### src/rtl/vga_pkg.sv
// vga_pkg: shared timing defaults, phase encoding and pipeline flag bundle
// for the VGA scan engine.
//   - *_DEF localparams : 640x480@60 timing and default colour depth
//   - phase_t           : per-axis phase, in scan order
//   - pixFlags_t        : per-pixel flags carried alongside the fetch latency
package vga_pkg;

    localparam int COLOR_W_DEF = 4;

    localparam int H_SYNC_DEF  = 96;
    localparam int H_BP_DEF    = 48;
    localparam int H_ACT_DEF   = 640;
    localparam int H_FP_DEF    = 16;

    localparam int V_SYNC_DEF  = 2;
    localparam int V_BP_DEF    = 33;
    localparam int V_ACT_DEF   = 480;
    localparam int V_FP_DEF    = 10;

    localparam int CNT_W   = 12;   // wide enough for any sane total per axis
    localparam int COORD_W = 10;
    localparam int ADDR_W  = 20;

    typedef enum logic [1:0] {
        SYNC,
        BP,
        ACT,
        FP
    } phase_t;

    typedef struct packed {
        logic act;
        logic hSync;
        logic vSync;
    } pixFlags_t;

endpackage

### src/rtl/vga_scan_engine_if.sv
// vga_scan_engine_if: pixel fetch bus between the scan engine and the
// pixel source (frame buffer, pattern generator, ...).
//   oReq/oCoord_X/oCoord_Y/oAddress : fetch request, engine -> source
//   iRed/iGreen/iBlue               : pixel data, source -> engine,
//                                     returned a fixed latency after oReq
// Modports: master (engine side), slave (source side).
interface vga_scan_engine_if #(
    parameter int COLOR_W = vga_pkg::COLOR_W_DEF
);
    import vga_pkg::*;

    logic                 oReq;
    logic [COORD_W-1:0]   oCoord_X;
    logic [COORD_W-1:0]   oCoord_Y;
    logic [ADDR_W-1:0]    oAddress;
    logic [COLOR_W-1:0]   iRed;
    logic [COLOR_W-1:0]   iGreen;
    logic [COLOR_W-1:0]   iBlue;

    modport master (
        output oReq, oCoord_X, oCoord_Y, oAddress,
        input  iRed, iGreen, iBlue
    );

    modport slave (
        input  oReq, oCoord_X, oCoord_Y, oAddress,
        output iRed, iGreen, iBlue
    );

endinterface

### src/rtl/vga_axis_counter.sv
// vga_axis_counter: one scan axis (horizontal or vertical).
// Counts 0..TOTAL-1 on iAdvance and decodes the current phase.
//   iCLK, iRST_N : clock, async active-low reset
//   iAdvance     : count enable (1 for horizontal, line wrap for vertical)
//   oCont        : current count
//   oPhase       : SYNC / BP / ACT / FP for the current count
//   oWrap        : this advance takes the count from TOTAL-1 back to 0
module vga_axis_counter
    import vga_pkg::*;
#(
    parameter int LEN_SYNC = H_SYNC_DEF,
    parameter int LEN_BP   = H_BP_DEF,
    parameter int LEN_ACT  = H_ACT_DEF,
    parameter int LEN_FP   = H_FP_DEF
) (
    input  logic             iCLK,
    input  logic             iRST_N,
    input  logic             iAdvance,
    output logic [CNT_W-1:0] oCont,
    output phase_t           oPhase,
    output logic             oWrap
);

    localparam int TOTAL = LEN_SYNC + LEN_BP + LEN_ACT + LEN_FP;
    localparam logic [CNT_W-1:0] LAST      = CNT_W'(TOTAL - 1);
    localparam logic [CNT_W-1:0] BP_START  = CNT_W'(LEN_SYNC);
    localparam logic [CNT_W-1:0] ACT_START = CNT_W'(LEN_SYNC + LEN_BP);
    localparam logic [CNT_W-1:0] FP_START  = CNT_W'(LEN_SYNC + LEN_BP + LEN_ACT);

    logic [CNT_W-1:0] cont;

    assign oCont = cont;
    assign oWrap = iAdvance && (cont == LAST);

    always_ff @(posedge iCLK or negedge iRST_N) begin
        if (!iRST_N)       cont <= '0;
        else if (oWrap)    cont <= '0;
        else if (iAdvance) cont <= cont + 1'b1;
    end

    always_comb begin
        oPhase = FP;
        if (cont < BP_START)       oPhase = SYNC;
        else if (cont < ACT_START) oPhase = BP;
        else if (cont < FP_START)  oPhase = ACT;
    end

endmodule

### src/rtl/vga_scan_engine.sv
// vga_scan_engine: VGA raster timing generator with a latency-compensated
// pixel fetch port.
//   iCLK, iRST_N        : pixel clock, async active-low reset
//   pix (master)        : fetch request (oReq, scaled coords, linear address)
//                         and returned colour PIX_LAT clocks later
//   oVGA_R/G/B          : registered colour, zero outside the active window
//   oVGA_H/V_SYNC       : syncs, asserted level SYNC_POL
//   oVGA_BLANK          : high only while active video is on the pins
//   oFrame/Line_Start   : one-cycle pulses, one clock after counters hit 0
// Optional build macro VGA_SCAN_CURSOR_EN adds iCursor_* ports and a
// 3-pixel-wide crosshair overlay in scaled coordinates.
module vga_scan_engine
    import vga_pkg::*;
#(
    parameter int COLOR_W     = COLOR_W_DEF,
    parameter int H_SYNC      = H_SYNC_DEF,
    parameter int H_BP        = H_BP_DEF,
    parameter int H_ACT       = H_ACT_DEF,
    parameter int H_FP        = H_FP_DEF,
    parameter int V_SYNC      = V_SYNC_DEF,
    parameter int V_BP        = V_BP_DEF,
    parameter int V_ACT       = V_ACT_DEF,
    parameter int V_FP        = V_FP_DEF,
    parameter bit SYNC_POL    = 1'b0,
    parameter int PIX_LAT     = 2,
    parameter int SCALE_SHIFT = 0
) (
    input  logic                iCLK,
    input  logic                iRST_N,
    vga_scan_engine_if.master   pix,
`ifdef VGA_SCAN_CURSOR_EN
    input  logic                iCursor_EN,
    input  logic [COORD_W-1:0]  iCursor_X,
    input  logic [COORD_W-1:0]  iCursor_Y,
    input  logic [COLOR_W-1:0]  iCursor_R,
    input  logic [COLOR_W-1:0]  iCursor_G,
    input  logic [COLOR_W-1:0]  iCursor_B,
`endif
    output logic [COLOR_W-1:0]  oVGA_R,
    output logic [COLOR_W-1:0]  oVGA_G,
    output logic [COLOR_W-1:0]  oVGA_B,
    output logic                oVGA_H_SYNC,
    output logic                oVGA_V_SYNC,
    output logic                oVGA_BLANK,
    output logic                oFrame_Start,
    output logic                oLine_Start
);

    // ---------------- raster counters ----------------
    logic [CNT_W-1:0] hCont, vCont;
    phase_t           hPhase, vPhase;
    logic             hWrap, vWrapUnused;

    vga_axis_counter #(
        .LEN_SYNC(H_SYNC), .LEN_BP(H_BP), .LEN_ACT(H_ACT), .LEN_FP(H_FP)
    ) uHoriz (
        .iCLK    (iCLK),
        .iRST_N  (iRST_N),
        .iAdvance(1'b1),
        .oCont   (hCont),
        .oPhase  (hPhase),
        .oWrap   (hWrap)
    );

    vga_axis_counter #(
        .LEN_SYNC(V_SYNC), .LEN_BP(V_BP), .LEN_ACT(V_ACT), .LEN_FP(V_FP)
    ) uVert (
        .iCLK    (iCLK),
        .iRST_N  (iRST_N),
        .iAdvance(hWrap),
        .oCont   (vCont),
        .oPhase  (vPhase),
        .oWrap   (vWrapUnused)
    );

    // ---------------- fetch request ----------------
    logic               activeNow;
    logic [CNT_W-1:0]   hOff, vOff;
    logic [COORD_W-1:0] coordX, coordY;

    assign activeNow = (hPhase == ACT) && (vPhase == ACT);
    assign hOff      = hCont - CNT_W'(H_SYNC + H_BP);
    assign vOff      = vCont - CNT_W'(V_SYNC + V_BP);

    // Coordinates are held at zero between requests so the bus is quiet.
    assign coordX = activeNow ? COORD_W'(hOff >> SCALE_SHIFT) : '0;
    assign coordY = activeNow ? COORD_W'(vOff >> SCALE_SHIFT) : '0;

    assign pix.oReq     = activeNow;
    assign pix.oCoord_X = coordX;
    assign pix.oCoord_Y = coordY;
    assign pix.oAddress = ADDR_W'(coordY) * ADDR_W'(H_ACT >> SCALE_SHIFT)
                        + ADDR_W'(coordX);

    // ---------------- latency-matching delay line ----------------
    // Stage k holds the flags of the request issued k clocks ago, so the
    // last stage lines up with the data the source returns this cycle.
    pixFlags_t flagsNow, flagsOut;
    pixFlags_t flagPipe [1:PIX_LAT];

    assign flagsNow.act   = activeNow;
    assign flagsNow.hSync = (hPhase == SYNC);
    assign flagsNow.vSync = (vPhase == SYNC);
    assign flagsOut       = flagPipe[PIX_LAT];

    always_ff @(posedge iCLK or negedge iRST_N) begin
        if (!iRST_N) begin
            for (int i = 1; i <= PIX_LAT; i++) flagPipe[i] <= '0;
        end else begin
            flagPipe[1] <= flagsNow;
            for (int i = 2; i <= PIX_LAT; i++) flagPipe[i] <= flagPipe[i-1];
        end
    end

`ifdef VGA_SCAN_CURSOR_EN
    // Crosshair: any pixel within one scaled pixel of the cursor column or
    // row. One extra bit keeps the +1 from wrapping at the coordinate edge.
    localparam logic [COORD_W:0] ONE_X = (COORD_W+1)'(1);
    logic [COORD_W:0] xExt, yExt, curXExt, curYExt;
    logic             hitX, hitY, cursorNow, cursorOut;
    logic             curPipe [1:PIX_LAT];

    assign xExt    = {1'b0, coordX};
    assign yExt    = {1'b0, coordY};
    assign curXExt = {1'b0, iCursor_X};
    assign curYExt = {1'b0, iCursor_Y};
    assign hitX    = (xExt + ONE_X >= curXExt) && (xExt <= curXExt + ONE_X);
    assign hitY    = (yExt + ONE_X >= curYExt) && (yExt <= curYExt + ONE_X);
    assign cursorNow = iCursor_EN && activeNow && (hitX || hitY);
    assign cursorOut = curPipe[PIX_LAT];

    always_ff @(posedge iCLK or negedge iRST_N) begin
        if (!iRST_N) begin
            for (int i = 1; i <= PIX_LAT; i++) curPipe[i] <= 1'b0;
        end else begin
            curPipe[1] <= cursorNow;
            for (int i = 2; i <= PIX_LAT; i++) curPipe[i] <= curPipe[i-1];
        end
    end
`endif

    // ---------------- output stage ----------------
    logic [COLOR_W-1:0] rNext, gNext, bNext;

    always_comb begin
        rNext = '0;
        gNext = '0;
        bNext = '0;
        if (flagsOut.act) begin
            rNext = pix.iRed;
            gNext = pix.iGreen;
            bNext = pix.iBlue;
`ifdef VGA_SCAN_CURSOR_EN
            if (cursorOut) begin
                rNext = iCursor_R;
                gNext = iCursor_G;
                bNext = iCursor_B;
            end
`endif
        end
    end

    always_ff @(posedge iCLK or negedge iRST_N) begin
        if (!iRST_N) begin
            oVGA_R       <= '0;
            oVGA_G       <= '0;
            oVGA_B       <= '0;
            oVGA_H_SYNC  <= ~SYNC_POL;
            oVGA_V_SYNC  <= ~SYNC_POL;
            oVGA_BLANK   <= 1'b0;
            oLine_Start  <= 1'b0;
            oFrame_Start <= 1'b0;
        end else begin
            oVGA_R       <= rNext;
            oVGA_G       <= gNext;
            oVGA_B       <= bNext;
            oVGA_H_SYNC  <= flagsOut.hSync ? SYNC_POL : ~SYNC_POL;
            oVGA_V_SYNC  <= flagsOut.vSync ? SYNC_POL : ~SYNC_POL;
            oVGA_BLANK   <= flagsOut.act;
            oLine_Start  <= (hCont == '0);
            oFrame_Start <= (hCont == '0) && (vCont == '0);
        end
    end

endmodule

### src/flat_wrapper.sv
// flat-port wrapper written by rule: the top's interface ports become plain ports
module vga_scan_engine_flat import vga_pkg::*;
#(
    parameter int COLOR_W     = COLOR_W_DEF,
    parameter int H_SYNC      = H_SYNC_DEF,
    parameter int H_BP        = H_BP_DEF,
    parameter int H_ACT       = H_ACT_DEF,
    parameter int H_FP        = H_FP_DEF,
    parameter int V_SYNC      = V_SYNC_DEF,
    parameter int V_BP        = V_BP_DEF,
    parameter int V_ACT       = V_ACT_DEF,
    parameter int V_FP        = V_FP_DEF,
    parameter bit SYNC_POL    = 1'b0,
    parameter int PIX_LAT     = 2,
    parameter int SCALE_SHIFT = 0
)
  (iCLK, iRST_N, oVGA_R, oVGA_G, oVGA_B, oVGA_H_SYNC, oVGA_V_SYNC, oVGA_BLANK, oFrame_Start, oLine_Start, pix_oReq, pix_oCoord_X, pix_oCoord_Y, pix_oAddress, pix_iRed, pix_iGreen, pix_iBlue);
  vga_scan_engine_if #(.COLOR_W(COLOR_W)) pix_i ();
  input  logic iCLK;
  input  logic iRST_N;
  output logic [COLOR_W-1:0] oVGA_R;
  output logic [COLOR_W-1:0] oVGA_G;
  output logic [COLOR_W-1:0] oVGA_B;
  output logic oVGA_H_SYNC;
  output logic oVGA_V_SYNC;
  output logic oVGA_BLANK;
  output logic oFrame_Start;
  output logic oLine_Start;
  output wire logic [$bits(pix_i.oReq)-1:0] pix_oReq;
  output wire logic [$bits(pix_i.oCoord_X)-1:0] pix_oCoord_X;
  output wire logic [$bits(pix_i.oCoord_Y)-1:0] pix_oCoord_Y;
  output wire logic [$bits(pix_i.oAddress)-1:0] pix_oAddress;
  input wire logic [$bits(pix_i.iRed)-1:0] pix_iRed;
  input wire logic [$bits(pix_i.iGreen)-1:0] pix_iGreen;
  input wire logic [$bits(pix_i.iBlue)-1:0] pix_iBlue;
  assign pix_oReq = pix_i.oReq;
  assign pix_oCoord_X = pix_i.oCoord_X;
  assign pix_oCoord_Y = pix_i.oCoord_Y;
  assign pix_oAddress = pix_i.oAddress;
  assign pix_i.iRed = pix_iRed;
  assign pix_i.iGreen = pix_iGreen;
  assign pix_i.iBlue = pix_iBlue;
  vga_scan_engine #(.COLOR_W(COLOR_W), .H_SYNC(H_SYNC), .H_BP(H_BP), .H_ACT(H_ACT), .H_FP(H_FP), .V_SYNC(V_SYNC), .V_BP(V_BP), .V_ACT(V_ACT), .V_FP(V_FP), .SYNC_POL(SYNC_POL), .PIX_LAT(PIX_LAT), .SCALE_SHIFT(SCALE_SHIFT)) u_core (.iCLK(iCLK), .iRST_N(iRST_N), .pix(pix_i), .oVGA_R(oVGA_R), .oVGA_G(oVGA_G), .oVGA_B(oVGA_B), .oVGA_H_SYNC(oVGA_H_SYNC), .oVGA_V_SYNC(oVGA_V_SYNC), .oVGA_BLANK(oVGA_BLANK), .oFrame_Start(oFrame_Start), .oLine_Start(oLine_Start));
endmodule
### config.mk
export PLATFORM = sky130hd
export DESIGN_NAME = vga_scan_engine_flat
export DESIGN_NICKNAME = d
export VERILOG_FILES = /design/src/rtl/vga_pkg.sv /design/src/rtl/vga_scan_engine_if.sv /design/src/rtl/vga_axis_counter.sv /design/src/rtl/vga_scan_engine.sv /design/src/flat_wrapper.sv
export SDC_FILE = /design/constraint.sdc
export NUM_CORES = 1
export LEC_CHECK = 0
export BUFFER_PORTS_ARGS = -buffer_cell sky130_fd_sc_hd__buf_2
export CORE_ASPECT_RATIO = 0.5
export CORE_MARGIN = 3
export CORE_UTILIZATION = 60
export CTS_BUF_LIST = sky130_fd_sc_hd__clkbuf_8
export CTS_CLUSTER_SIZE = 20
export DETAILED_ROUTE_END_ITERATION = 6
export PLACE_DENSITY = 0.91
export RECOVER_POWER = 100
export SYNTH_ARGS = -nofsm -noshare
export SYNTH_HDL_FRONTEND = slang
export SYNTH_SLANG_ARGS = --single-unit
### constraint.sdc
create_clock -name iCLK -period 9.3 [get_ports iCLK]
set_input_delay 1.395 -clock iCLK [delete_from_list [all_inputs] [get_ports iCLK]]
set_output_delay 1.395 -clock iCLK [all_outputs]
set_load 0.05 [all_outputs]
# Yosys cells after proc, flatten, opt, wreduce, memory -nomap -nowiden
# Cells that the tools add are included.
[word_totals]
reg_bits = 47
in_bits = 14
out_inout_bits = 58
elab_cells = 56
[op_classes]
add_sub_neg = 5
mul = 1
n_lt_le_gt_ge = 6
n_eq_ne = 4
n_mux = 16
reduce_logical = 8
[ops]
columns = ["operator", "count"]
rows = [
  ["$mux W12", 3],
  ["$add A12 B1 Y12 const B", 2],
  ["$eq A12 B10 Y1 const B", 2],
  ["$logic_not A12 Y1", 2],
  ["$lt A12 B10 Y1 const B", 2],
  ["$add A20 B10 Y20", 1],
  ["$mux W10", 2],
  ["$mul A10 B3 Y13 const B", 1],
  ["$lt A12 B2 Y1 const B", 1],
  ["$lt A12 B6 Y1 const B", 1],
  ["$lt A12 B7 Y1 const B", 1],
  ["$lt A12 B8 Y1 const B", 1],
  ["$mux W4", 3],
  ["$sub A10 B6 Y10 const B", 1],
  ["$sub A10 B8 Y10 const B", 1],
  ["$mux W2", 4],
  ["$eq A2 B2 Y1 const B", 2],
  ["$logic_not A2 Y1", 2],
  ["$mux W1", 4],
  ["$logic_and A1 B1 Y1", 3],
  ["$reduce_bool A2 Y1", 1],
]

# Longest topological paths before layout
# Gate-level depths: netlist of run 1.
[logic_depth]
word_depth = 9
mapped_depth = 17
mapped_depth_nobuf = 17

# Modules after synthesis
# A second synthesis of run 1 with hierarchy kept.
[unflattened]
cells_unflattened = 358
area_unflattened_um2 = 3337.0
[modules_own_cells]
columns = ["module", "instances", "cells_each", "area_each_um2", "seq_area_each_um2"]
rows = [
  ["vga_scan_engine", 1, 226, 2008.2, 578.1],
  ["vga_axis_counter (u_core.uHoriz)", 1, 66, 675.6, 300.3],
  ["vga_axis_counter (u_core.uVert)", 1, 66, 653.1, 300.3],
]

# Worst setup path before layout of run 1
# No wires, ideal clock.
[synth_path]
path_type = "register to output"
startpoint = "register u_core.uVert.cont[0] (netlist: u_core.uVert.oCont[0])"
endpoint = "output port pix_oAddress[19]"
arrival_time_ns = 5.625
required_ns = 7.905
setup_slack_ns = 2.280
path_stages_with_launch = 16
n_path_buf = 1
cell_sequence = "dfrtp_1 > ha_1 > o31a_1 > o211ai_1 > nand4_1 > a211o_1 > clkbuf_1 > nor3_1 > ha_1 > ha_1 > and3_2 > a221oi_2 > xor2_2 > or4_4 > or4b_4 > o21ai_2"
[synth_via]
elab_chain_cells = 9
word_cells_on_any_way = 13
classes_between = "add/sub (2); mul (1); order compare (3); eq/ne (1); mux (5); reduce/logical (1)"
[synth_rtl]
columns = ["item", "line_no", "text"]
rows = [
  ["start: declaration", "vga_axis_counter.sv:30", "logic [CNT_W-1:0] cont;"],
  ["start signal: assignment", "vga_axis_counter.sv:38", "else if (iAdvance) cont <= cont + 1'b1;"],
  ["$lt A12 B10 Y1", "vga_axis_counter.sv:45", "else if (cont < FP_START) oPhase = ACT;"],
  ["$mux W1", "vga_axis_counter.sv:45", ""],
  ["$mux W2", "vga_axis_counter.sv:44", "else if (cont < ACT_START) oPhase = BP;"],
  ["$mux W2", "vga_axis_counter.sv:43", "if (cont < BP_START) oPhase = SYNC;"],
  ["$eq A2 B2 Y1", "vga_scan_engine.sv:81", "assign activeNow = (hPhase == ACT) && (vPhase == ACT);"],
  ["$logic_and A1 B1 Y1", "vga_scan_engine.sv:81", ""],
  ["$mux W10 *", "vga_scan_engine.sv:87", "assign coordY = activeNow ? COORD_W'(vOff >> SCALE_SHIFT) : '0;"],
  ["net pix_oCoord_Y[5]", "flat_wrapper.sv:31", "output wire logic [$bits(pix_i.oCoord_Y)-1:0] pix_oCoord_Y;"],
  ["$mul A10 B3 Y13 *", "vga_scan_engine.sv:92", "assign pix.oAddress = ADDR_W'(coordY) * ADDR_W'(H_ACT >> SCALE_SHIFT)"],
  ["$add A20 B10 Y20 *", "vga_scan_engine.sv:93", "+ ADDR_W'(coordX);"],
  ["end: declaration", "flat_wrapper.sv:32", "output wire logic [$bits(pix_i.oAddress)-1:0] pix_oAddress;"],
]
# The timed path passes the listed nets; every way through them passes the cells marked *.

# Final worst setup path of run 1
[layout_path]
startpoint = "register u_core.uVert.cont[0] (netlist: u_core.uVert.oCont[0])"
endpoint = "output port pix_oAddress[19]"
[layout_via]
elab_chain_cells = 9
word_cells_on_any_way = 13
classes_between = "add/sub (2); mul (1); order compare (3); eq/ne (1); mux (5); reduce/logical (1)"
[layout_rtl]
columns = ["item", "line_no"]
rows = [
  ["$lt A12 B10 Y1", "vga_axis_counter.sv:45"],
  ["$mux W1", "vga_axis_counter.sv:45"],
  ["$mux W2", "vga_axis_counter.sv:44"],
  ["$mux W2", "vga_axis_counter.sv:43"],
  ["$eq A2 B2 Y1", "vga_scan_engine.sv:81"],
  ["$logic_and A1 B1 Y1", "vga_scan_engine.sv:81"],
  ["$mux W10", "vga_scan_engine.sv:87"],
  ["$mul A10 B3 Y13", "vga_scan_engine.sv:92"],
  ["$add A20 B10 Y20 *", "vga_scan_engine.sv:93"],
]
# Every way passes the cells marked *; elsewhere a longest branch is shown, timed or not.

==> results of run 1 <==
through the flow:
| step | total power, uW | utilization [%] | cell area, um^2 | setup WS (ps) | hold WS, ps |
|---|---|---|---|---|---|
| finish | 362 | 73.3 | 3430 | 1770 | 355 |
| floorplan | 208 | - | 3090 | 2280 | 331 |
| global placement | 214 | 72.9 | 3410 | 2690 | 334 |
| global route | 375 | 73.3 | 3430 | 1310 | 374 |
| CTS | 364 | 75.3 | 3530 | 2110 | 362 |
| detailed placement | 215 | 72.9 | 3410 | 2470 | 347 |
path summary, 6_finish.rpt:
check | startpoint | end | slack, ps | cells after the start
worst max register to register | u_core.uHoriz.oCont[7] | u_core.uVert.oCont[10] | 6070 | 6
min in group asynchronous | iRST_N | u_core.oVGA_G[1] | 1830 | 1
max in group asynchronous | iRST_N | u_core.uVert.oCont[11] | 6100 | 1
worst max-delay path | u_core.uVert.oCont[0] | pix_oAddress[19] | 1770 | 15
worst min-delay path | u_core.flagPipe[0] | u_core.oVGA_V_SYNC | 360 | 1
worst min register to register | u_core.flagPipe[0] | u_core.oVGA_V_SYNC | 360 | 1
final cells by class:
| type | count | area (um^2) | share of cell area, % |
|---|---|---|---|
| well taps | 66 | 82.6 | 2.41 |
| multi-input cells | 248 | 1720 | 50.0 |
| flip-flops and latches | 47 | 1180 | 34.4 |
| clock inverters | 3 | 46.3 | 1.35 |
| clock buffers | 5 | 68.8 | 2.01 |
| inverters | 14 | 52.6 | 1.53 |
| repair buffers | 71 | 285 | 8.32 |
flip-flops by register name (all words and copies together), names as in the netlist:
| signal | count |
|---|---|
| u_core.oFrame_Start | 1 |
| u_core.oVGA_BLANK | 1 |
| u_core.oLine_Start | 1 |
| u_core.oVGA_V_SYNC | 1 |
| u_core.flagPipe | 6 |
| u_core.oVGA_G | 4 |
| u_core.oVGA_R | 4 |
| u_core.uVert.oCont | 12 |
| u_core.oVGA_B | 4 |
| u_core.oVGA_H_SYNC | 1 |
| u_core.uHoriz.oCont | 12 |
placed cells by master, fill, tap and decap left out, types with 3 or more instances in the layout:
master	instances
clkbuf_1	56
nor2_1	48
dfrtp_1	45
xnor2_1	27
ha_1	24
nand2_1	18
xor2_1	17
buf_2	15
inv_1	14
nand3_1	11
nor3_1	10
and2_0	9
nor4_1	8
a21oi_1	8
and2_1	7
o21ai_0	7
or3_1	6
and3_1	5
clkbuf_8	5
o31a_1	3
o211ai_1	3
a21o_1	3
cell families (layout without fill, tap and decap cells):
logic type,count (synthesis),count (layout),synth area share [%]
adders and majority gates,26,26,11.0
and+or+nand+nor,137,137,23.1
DFF,47,47,38.2
xor gates and xnor gates,45,45,13.0
buffers and inverters,37,93,5.47
muxes,1,1,0.324
AOI/OAI and AO/OA,39,39,8.91
power by group:
part | switching (uW) | internal (uW)
combinational | 4.35 | 1.78
sequential | 0 | 204
clock | 71.1 | 81.0
total | 75.4 | 287
layer usage:
metal	global-route usage, %	share of wire, %	up-vias
met3	5.17	7.7	12
met4	5.76	0.97	0
met1	28.4	42	1215
li1	-	-	1229
met5	0	0	-
met2	41.8	50	116
==> impl_metrics.tcl, run 1 <==
set metrics [dict create \
    status "complete, but fails checks" \
    violations "capacitance limit, slew limit" \
    layout.nets 427 \
    synth_edf_count 0 \
    synth_top_area_share_pct 36.5 \
    ys_top_cells_by_area "dfrtp_1 36%, ha_1 9.7%, xnor2_1 7.7%" \
    grt_use_total_pct 23.2 \
    synthMostInstantiatedCell "nor2_1" \
    drv_slew 63 \
    end_kind "output port" \
    antenna_found_initial 0 \
    crit_path_top_delay_cell "a211o_1" \
    port_buffers 71 \
    cts_tree "built" \
    synth_commonest_cells "48 x nor2_1, 45 x dfrtp_1, 27 x xnor2_1" \
    drt_iter0_drc 174 \
    synth.yosys.warnings 0 \
    grt-ovfl-total 0 \
    hold_violations 0 \
    cts-resized-gates 0 \
    ys.flop_type "dfrtp_1" \
    crit_family "compound AO/OA/AOI/OAI gates" \
    synthCells 332 \
    grt_pass1_vias 2523 \
    antenna_cells 0 \
    cts_buffers 5 \
    place.gp.congestion 0.879 \
    maxCapViolCount 2 \
    critPathMostFrequentCell "ha_1" \
    io_pins 72 \
    path_cells "ha_1 -> o41ai_1 -> a211o_1 -> inv_1 -> and2_0 -> ha_1 -> ha_1 -> fa_1 -> a211oi_1 -> nor2_1 -> xnor2_1 -> or4_4 -> or4b_4 -> o21ai_2 -> clkbuf_1" \
    yosysTopAreaCell "dfrtp_1" \
    cts.path.max_buffers 2 \
    h-tree-depth 2 \
    timing.final.crit_share_pct 81.0 \
    die_width_um 107 \
    initial_core_util_pct 66.0 \
    cts_sinks 47 \
    clock_skew_ps 4.98 \
    yosysSeqAreaShare_pct 38.2 \
    syn_avg_cell_area_um2 9.30 \
    synth.distinct_cells 54 \
    syn_to_final_growth_pct 11.1 \
    path_buf_inv 2 \
    placementRows 17 \
    stdcell_count 454 \
    drc_errors 0 \
    p_leak_uw 0.00165 \
    ctsRootBufferMaster "clkbuf_8" \
    syn_area_um2 3090 \
    dp_hpwl_um 5190 \
    drive_gt1_share_pct 8.51 \
    ctsHoldBuffers 0 \
    grt_pass1_wl_um 11600 \
    core_area_um2 4680 \
    setup_viol 0 \
    clock.fmax_mhz 133 \
    vias_per_cell 5.67 \
    clkTransAtPathRegs_ps 90 \
    critPathArrivalTime_ps 6140 \
    firstDrtPassIters 5 \
    dr_total_vias 2572 \
    cellPowerDensity_nw_per_um2 106 \
    nFillCells 386 \
    clk_latency_ps 300 \
    hp-class "flip-flop to flip-flop" \
    synth_seq_cells 47 \
    wirelength_um 6910 \
    final.setup.tns_ps 0 \
    placedCellCount 446 \
    ant_nets 0 \
    wl_per_cell_um 15.2 \
    async_flop_share_pct 100 \
    critPathKind "flip-flop to output port" \
    dieHeight_um 56.7 \
    period_minus_slack_ps 7530 \
    crit_fanout 22 \
    post_cts_buffers 0 \
    critPathLaunchType "flip-flop" \
    grt_max_degree 48 \
    peakVddDrop_mv 0.0662 \
    dieArea_um2 6100 \
    rsz0062_at_grt "no" \
    synthesis.nets 372 \
    crit_required_ps 7910 \
    slew_headroom_pct -61.4 \
    cpPeakStageDelay_ps 650 \
    worst_slew_pin_slew_ps 2420 \
]
Note: power is estimated with default switching activity, not from simulation.
==> run 2, diff against run 1 <==
CORE_UTILIZATION = 56   (was 60)
PLACE_DENSITY = 0.86   (was 0.91)
clock period = 7.2 ns   (was 9.3 ns; I/O delays follow)
==> impl_metrics.tcl, run 2 (synthesized netlist as in run 1, its figures left out) <==
set metrics [dict create \
    status "complete, but fails checks" \
    violations "capacitance limit, slew limit" \
    end_kind "output port" \
    grt_pass1_wl_um 10900 \
    drv_slew 48 \
    drive_gt1_share_pct 8.23 \
    setup_viol 0 \
    grt_pass1_vias 2399 \
    cellPowerDensity_nw_per_um2 124 \
    critPathArrivalTime_ps 5660 \
    grt_max_degree 48 \
    maxCapViolCount 1 \
    dieArea_um2 6500 \
    dieHeight_um 58.5 \
    seqPwrFrac_pct 62.2 \
    path_cells "ha_1 -> o41ai_1 -> a211o_1 -> inv_1 -> and2_1 -> ha_1 -> ha_1 -> fa_1 -> a211oi_1 -> nor2_1 -> xnor2_1 -> or4_4 -> or4b_4 -> o21ai_2 -> clkbuf_2" \
    timing.final.crit_share_pct 93.6 \
    cts-resized-gates 0 \
    syn_to_final_growth_pct 10.4 \
    place_area_um2 3430 \
    p_comb_share_pct 1.8 \
    cts_buffers 5 \
    clock.fmax_mhz 148 \
    cts.path.max_buffers 2 \
    peakVddDrop_mv 0.0916 \
    placementRows 18 \
    period_minus_slack_ps 6740 \
    crit_fanout 14 \
    hold_violations 0 \
    final_cell_mix "58 x clkbuf_1, 48 x nor2_1, 45 x dfrtp_1" \
    ctsHoldBuffers 0 \
    met3_usage_pct 5.13 \
    busiest_layer "met2" \
    wirelength_um 6670 \
    drc_errors 0 \
    final_common_cell "clkbuf_1" \
    core_area_um2 5110 \
    ctsRootBufferMaster "clkbuf_8" \
    clock_skew_ps 5.25 \
    layout.nets 429 \
    post_cts_buffers 0 \
    path_buf_inv 2 \
    vias_per_cell 5.42 \
    intPower_uw 333 \
    place.gp.congestion 0.896 \
    critPathKind "flip-flop to output port" \
    ant_nets 0 \
    critPathLaunchType "flip-flop" \
    io_pins 72 \
    die_width_um 111 \
    rsz0062_at_grt "no" \
    switchingPower_uw 91.6 \
    port_buffers 71 \
    firstDrtPassIters 4 \
    antenna_found_initial 0 \
    final_area_um2 3410 \
    power.share.clock_pct 36.0 \
    dp_hpwl_um 5070 \
    use_met2_pct 35.0 \
    hp-class "flip-flop to flip-flop" \
    crit_family "compound AO/OA/AOI/OAI gates" \
    clk_latency_ps 300 \
    crit_required_ps 6120 \
    fin_util_pct 66.7 \
    use_met1_pct 26.6 \
    slew_headroom_pct -59.5 \
    h-tree-depth 2 \
    critPathMostFrequentCell "ha_1" \
    final.setup.tns_ps 0 \
    clkTransAtPathRegs_ps 90 \
    crit_path_top_delay_cell "o41ai_1" \
    grt-ovfl-total 0 \
    cpPeakStageDelay_ps 740 \
    drt_iter0_drc 118 \
    initial_core_util_pct 60.4 \
    worst_slew_pin_slew_ps 2390 \
    swShare_pct 21.6 \
    cts_tree "built" \
    antenna_cells 0 \
    wl_per_cell_um 14.5 \
    p_leak_uw 0.00164 \
    cts_sinks 47 \
    dr_total_vias 2487 \
    nFillCells 436 \
    grt_use_total_pct 20.4 \
]
==> run 2: final cells by class <==
type	instances	area, um^2	share of cell area, %
clock inverters	2	13.8	0.404
inverters	14	52.6	1.54
multi-input cells	248	1720	50.3
flip-flops and latches	47	1180	34.6
clock buffers	5	68.8	2.02
well taps	70	87.6	2.57
repair buffers	73	293	8.58
==> run 2: worst paths after layout <==
kind                                             start  cells after the start                     to  slack (ps)
worst min register to register      u_core.flagPipe[0]                      1     u_core.oVGA_V_SYNC         350
worst max-delay path             u_core.uVert.oCont[0]                     15       pix_oAddress[19]         460
worst min-delay path                u_core.flagPipe[0]                      1     u_core.oVGA_V_SYNC         350
min in group asynchronous                       iRST_N                      1       u_core.oVGA_R[2]        1500
worst max register to register  u_core.uHoriz.oCont[7]                      6  u_core.uVert.oCont[2]        4420
max in group asynchronous                       iRST_N                      1     u_core.oLine_Start        4340
==> run 2: worst reg2reg max path, delay by kind of cell, from the launching register on <==
kind             cells  cell delay [ps]
AND/OR/NAND/NOR      4             1880
AO/OA/AOI/OAI        2              280
flip-flops           1              490
==> run 2: metrics by stage <==
stage	std cells	setup WS [ps]	power (uW)	hold WS, ps
floorplan	332	495	269	331
finish	459	464	424	346
global route	459	111	439	365
detailed placement	452	887	277	344
CTS	459	540	428	350
global placement	452	1170	277	333
==> run 2: layer usage <==
| metal | routed length, um | share of wire, % | vias to the layer above |
|---|---|---|---|
| li1 | - | - | 1231 |
| met3 | 498 | 7.5 | 4 |
| met1 | 3020 | 45 | 1169 |
| met2 | 3120 | 47 | 83 |
| met4 | 27 | 0.40 | 0 |
| met5 | 0 | 0 | - |
==> run 2: power groups by stage <==
stage,logic [uW],clock network (uW),registers [uW]
after floorplan,0.00118,0,269
after global placement,8.00,0,269
after detailed placement,8.34,0,269
after CTS,8.37,155,264
after global routing,9.08,166,264
final,7.74,153,264
==> run 3, diff against run 2 <==
CORE_UTILIZATION = 43   (was 56)
PLACE_DENSITY = 0.69   (was 0.86)
==> impl_metrics.tcl, run 3 (synthesized netlist as in run 1, its figures left out) <==
set metrics [dict create \
    grt_max_degree 48 \
    final_area_um2 3440 \
    final_cell_mix "58 x clkbuf_1, 48 x nor2_1, 45 x dfrtp_1" \
    antenna_found_initial 0 \
    slew_headroom_pct -62.1 \
    h-tree-depth 2 \
    ant_nets 0 \
    wl_met2_um 3120 \
    nFillCells 672 \
    maxCapViolCount 1 \
    highest_layer "met4" \
    setup_slack_ps 507 \
    placementRows 21 \
    dieHeight_um 65.9 \
    syn_to_final_growth_pct 11.5 \
    die_width_um 126 \
    clk_latency_ps 290 \
    wl_per_cell_um 13.9 \
    firstDrtPassIters 4 \
    worst_slew_pin_slew_ps 2430 \
    grt-ovfl-total 0 \
    grt_use_total_pct 16.4 \
    drc_errors 0 \
    peakVddDrop_mv 0.0808 \
    cts-resized-gates 0 \
    dr_total_vias 2492 \
    setup_viol 0 \
    cts.path.max_buffers 2 \
    p_leak_uw 0.00165 \
    crit_required_ps 6120 \
    dp_hpwl_um 5200 \
    grt_pass1_vias 2438 \
    path_buf_inv 2 \
    crit_fanout 14 \
    final.setup.tns_ps 0 \
    hold_violations 0 \
    crit_family "simple AND/OR/NAND/NOR gates" \
    cts_sinks 47 \
    place.gp.congestion 0.899 \
    clock.fmax_mhz 149 \
    final_common_cell "clkbuf_1" \
    grt_pass1_wl_um 11300 \
    ctsHoldBuffers 0 \
    critPathKind "flip-flop to output port" \
    min_path_cells 1 \
    drt_iter0_drc 104 \
    crit_path_top_delay_cell "o41ai_1" \
    wl_met3_um 339 \
    wl_met1_um 3130 \
    initial_core_util_pct 45.2 \
    clock_skew_ps 5.77 \
    path_cells "ha_1 -> o41ai_1 -> a211o_1 -> inv_1 -> and2_1 -> ha_1 -> ha_1 -> fa_1 -> a211oi_1 -> nor2_1 -> xnor2_1 -> or4_4 -> or4b_4 -> o21ai_2 -> clkbuf_2" \
    critPathArrivalTime_ps 5610 \
    antenna_cells 0 \
    period_minus_slack_ps 6690 \
    critPathLaunchType "flip-flop" \
    post_cts_buffers 0 \
    clkTransAtPathRegs_ps 80 \
    wirelength_um 6710 \
    violations "capacitance limit, slew limit" \
    ff2ff_path_depth 6 \
    place_ws_ps 883 \
    core_area_um2 6830 \
    ctsRootBufferMaster "clkbuf_8" \
    io_pins 72 \
    total_power_uw 428 \
    layout.nets 429 \
    status "complete, but fails checks" \
    cts_tree "built" \
    rsz0062_at_grt "no" \
    crit_cells 15 \
    drv_slew 48 \
    end_kind "output port" \
    timing.final.crit_share_pct 93.0 \
    cts_buffers 5 \
    place_area_um2 3460 \
    worst_hold_slack_ps 351 \
    cpPeakStageDelay_ps 660 \
    critPathMostFrequentCell "ha_1" \
    vias_per_cell 5.17 \
    cellPowerDensity_nw_per_um2 124 \
    dieArea_um2 8300 \
    port_buffers 71 \
    hp-class "flip-flop to flip-flop" \
    drive_gt1_share_pct 8.46 \
]
[run 3: changes by cell type in the layout (fill, tap and decap cells not counted), sizes merged]
cell,change
inv,+1
[run 3: final timing paths]
check                                        from               endpoint  slack, ps
hold reg to reg                u_core.flagPipe[0]     u_core.oVGA_V_SYNC        350
min in group asynchronous                  iRST_N       u_core.oVGA_B[2]       1520
max in group asynchronous                  iRST_N  u_core.uVert.oCont[0]       4300
setup / recovery            u_core.uVert.oCont[0]       pix_oAddress[19]        510
hold / removal                 u_core.flagPipe[0]     u_core.oVGA_V_SYNC        350
setup reg to reg           u_core.uHoriz.oCont[7]  u_core.uVert.oCont[2]       4520
[run 3: per-layer routing]
layer,GRT usage [%],vias to the layer above
met5,0,-
met4,4.41,0
met3,3.55,13
met2,28.3,63
met1,21.2,1185
li1,-,1231
[run 3: power by group]
part	total (uW)	internal (uW)	switching, uW
clock network	156	68.4	88.0
registers	264	264	0
logic	7.87	2.30	5.57
[run 3: layout make-up]
| class | instances | area [um^2] | share of cell area (%) |
|---|---|---|---|
| clock buffer | 5 | 68.8 | 2.00 |
| inverter | 14 | 52.6 | 1.53 |
| multi-input combinational | 248 | 1720 | 49.9 |
| clock inverter | 3 | 18.8 | 0.545 |
| tap | 92 | 115 | 3.34 |
| sequential | 47 | 1180 | 34.2 |
| timing repair buffer | 73 | 293 | 8.50 |
[run 3: worst reg2reg max path, delay by kind of cell, from the launching register on]
family / cells / cell delay, ps
and+or+nand+nor: 4 / 1800
AOI/OAI and AO/OA: 2 / 260
DFF: 1 / 510
[run 3: metrics by stage]
stage	cells	utilization [%]
final	482	50.4
after global placement	474	50.6
after global routing	482	50.4
after detailed placement	474	50.6
after CTS	482	51.9
after floorplan	332	-
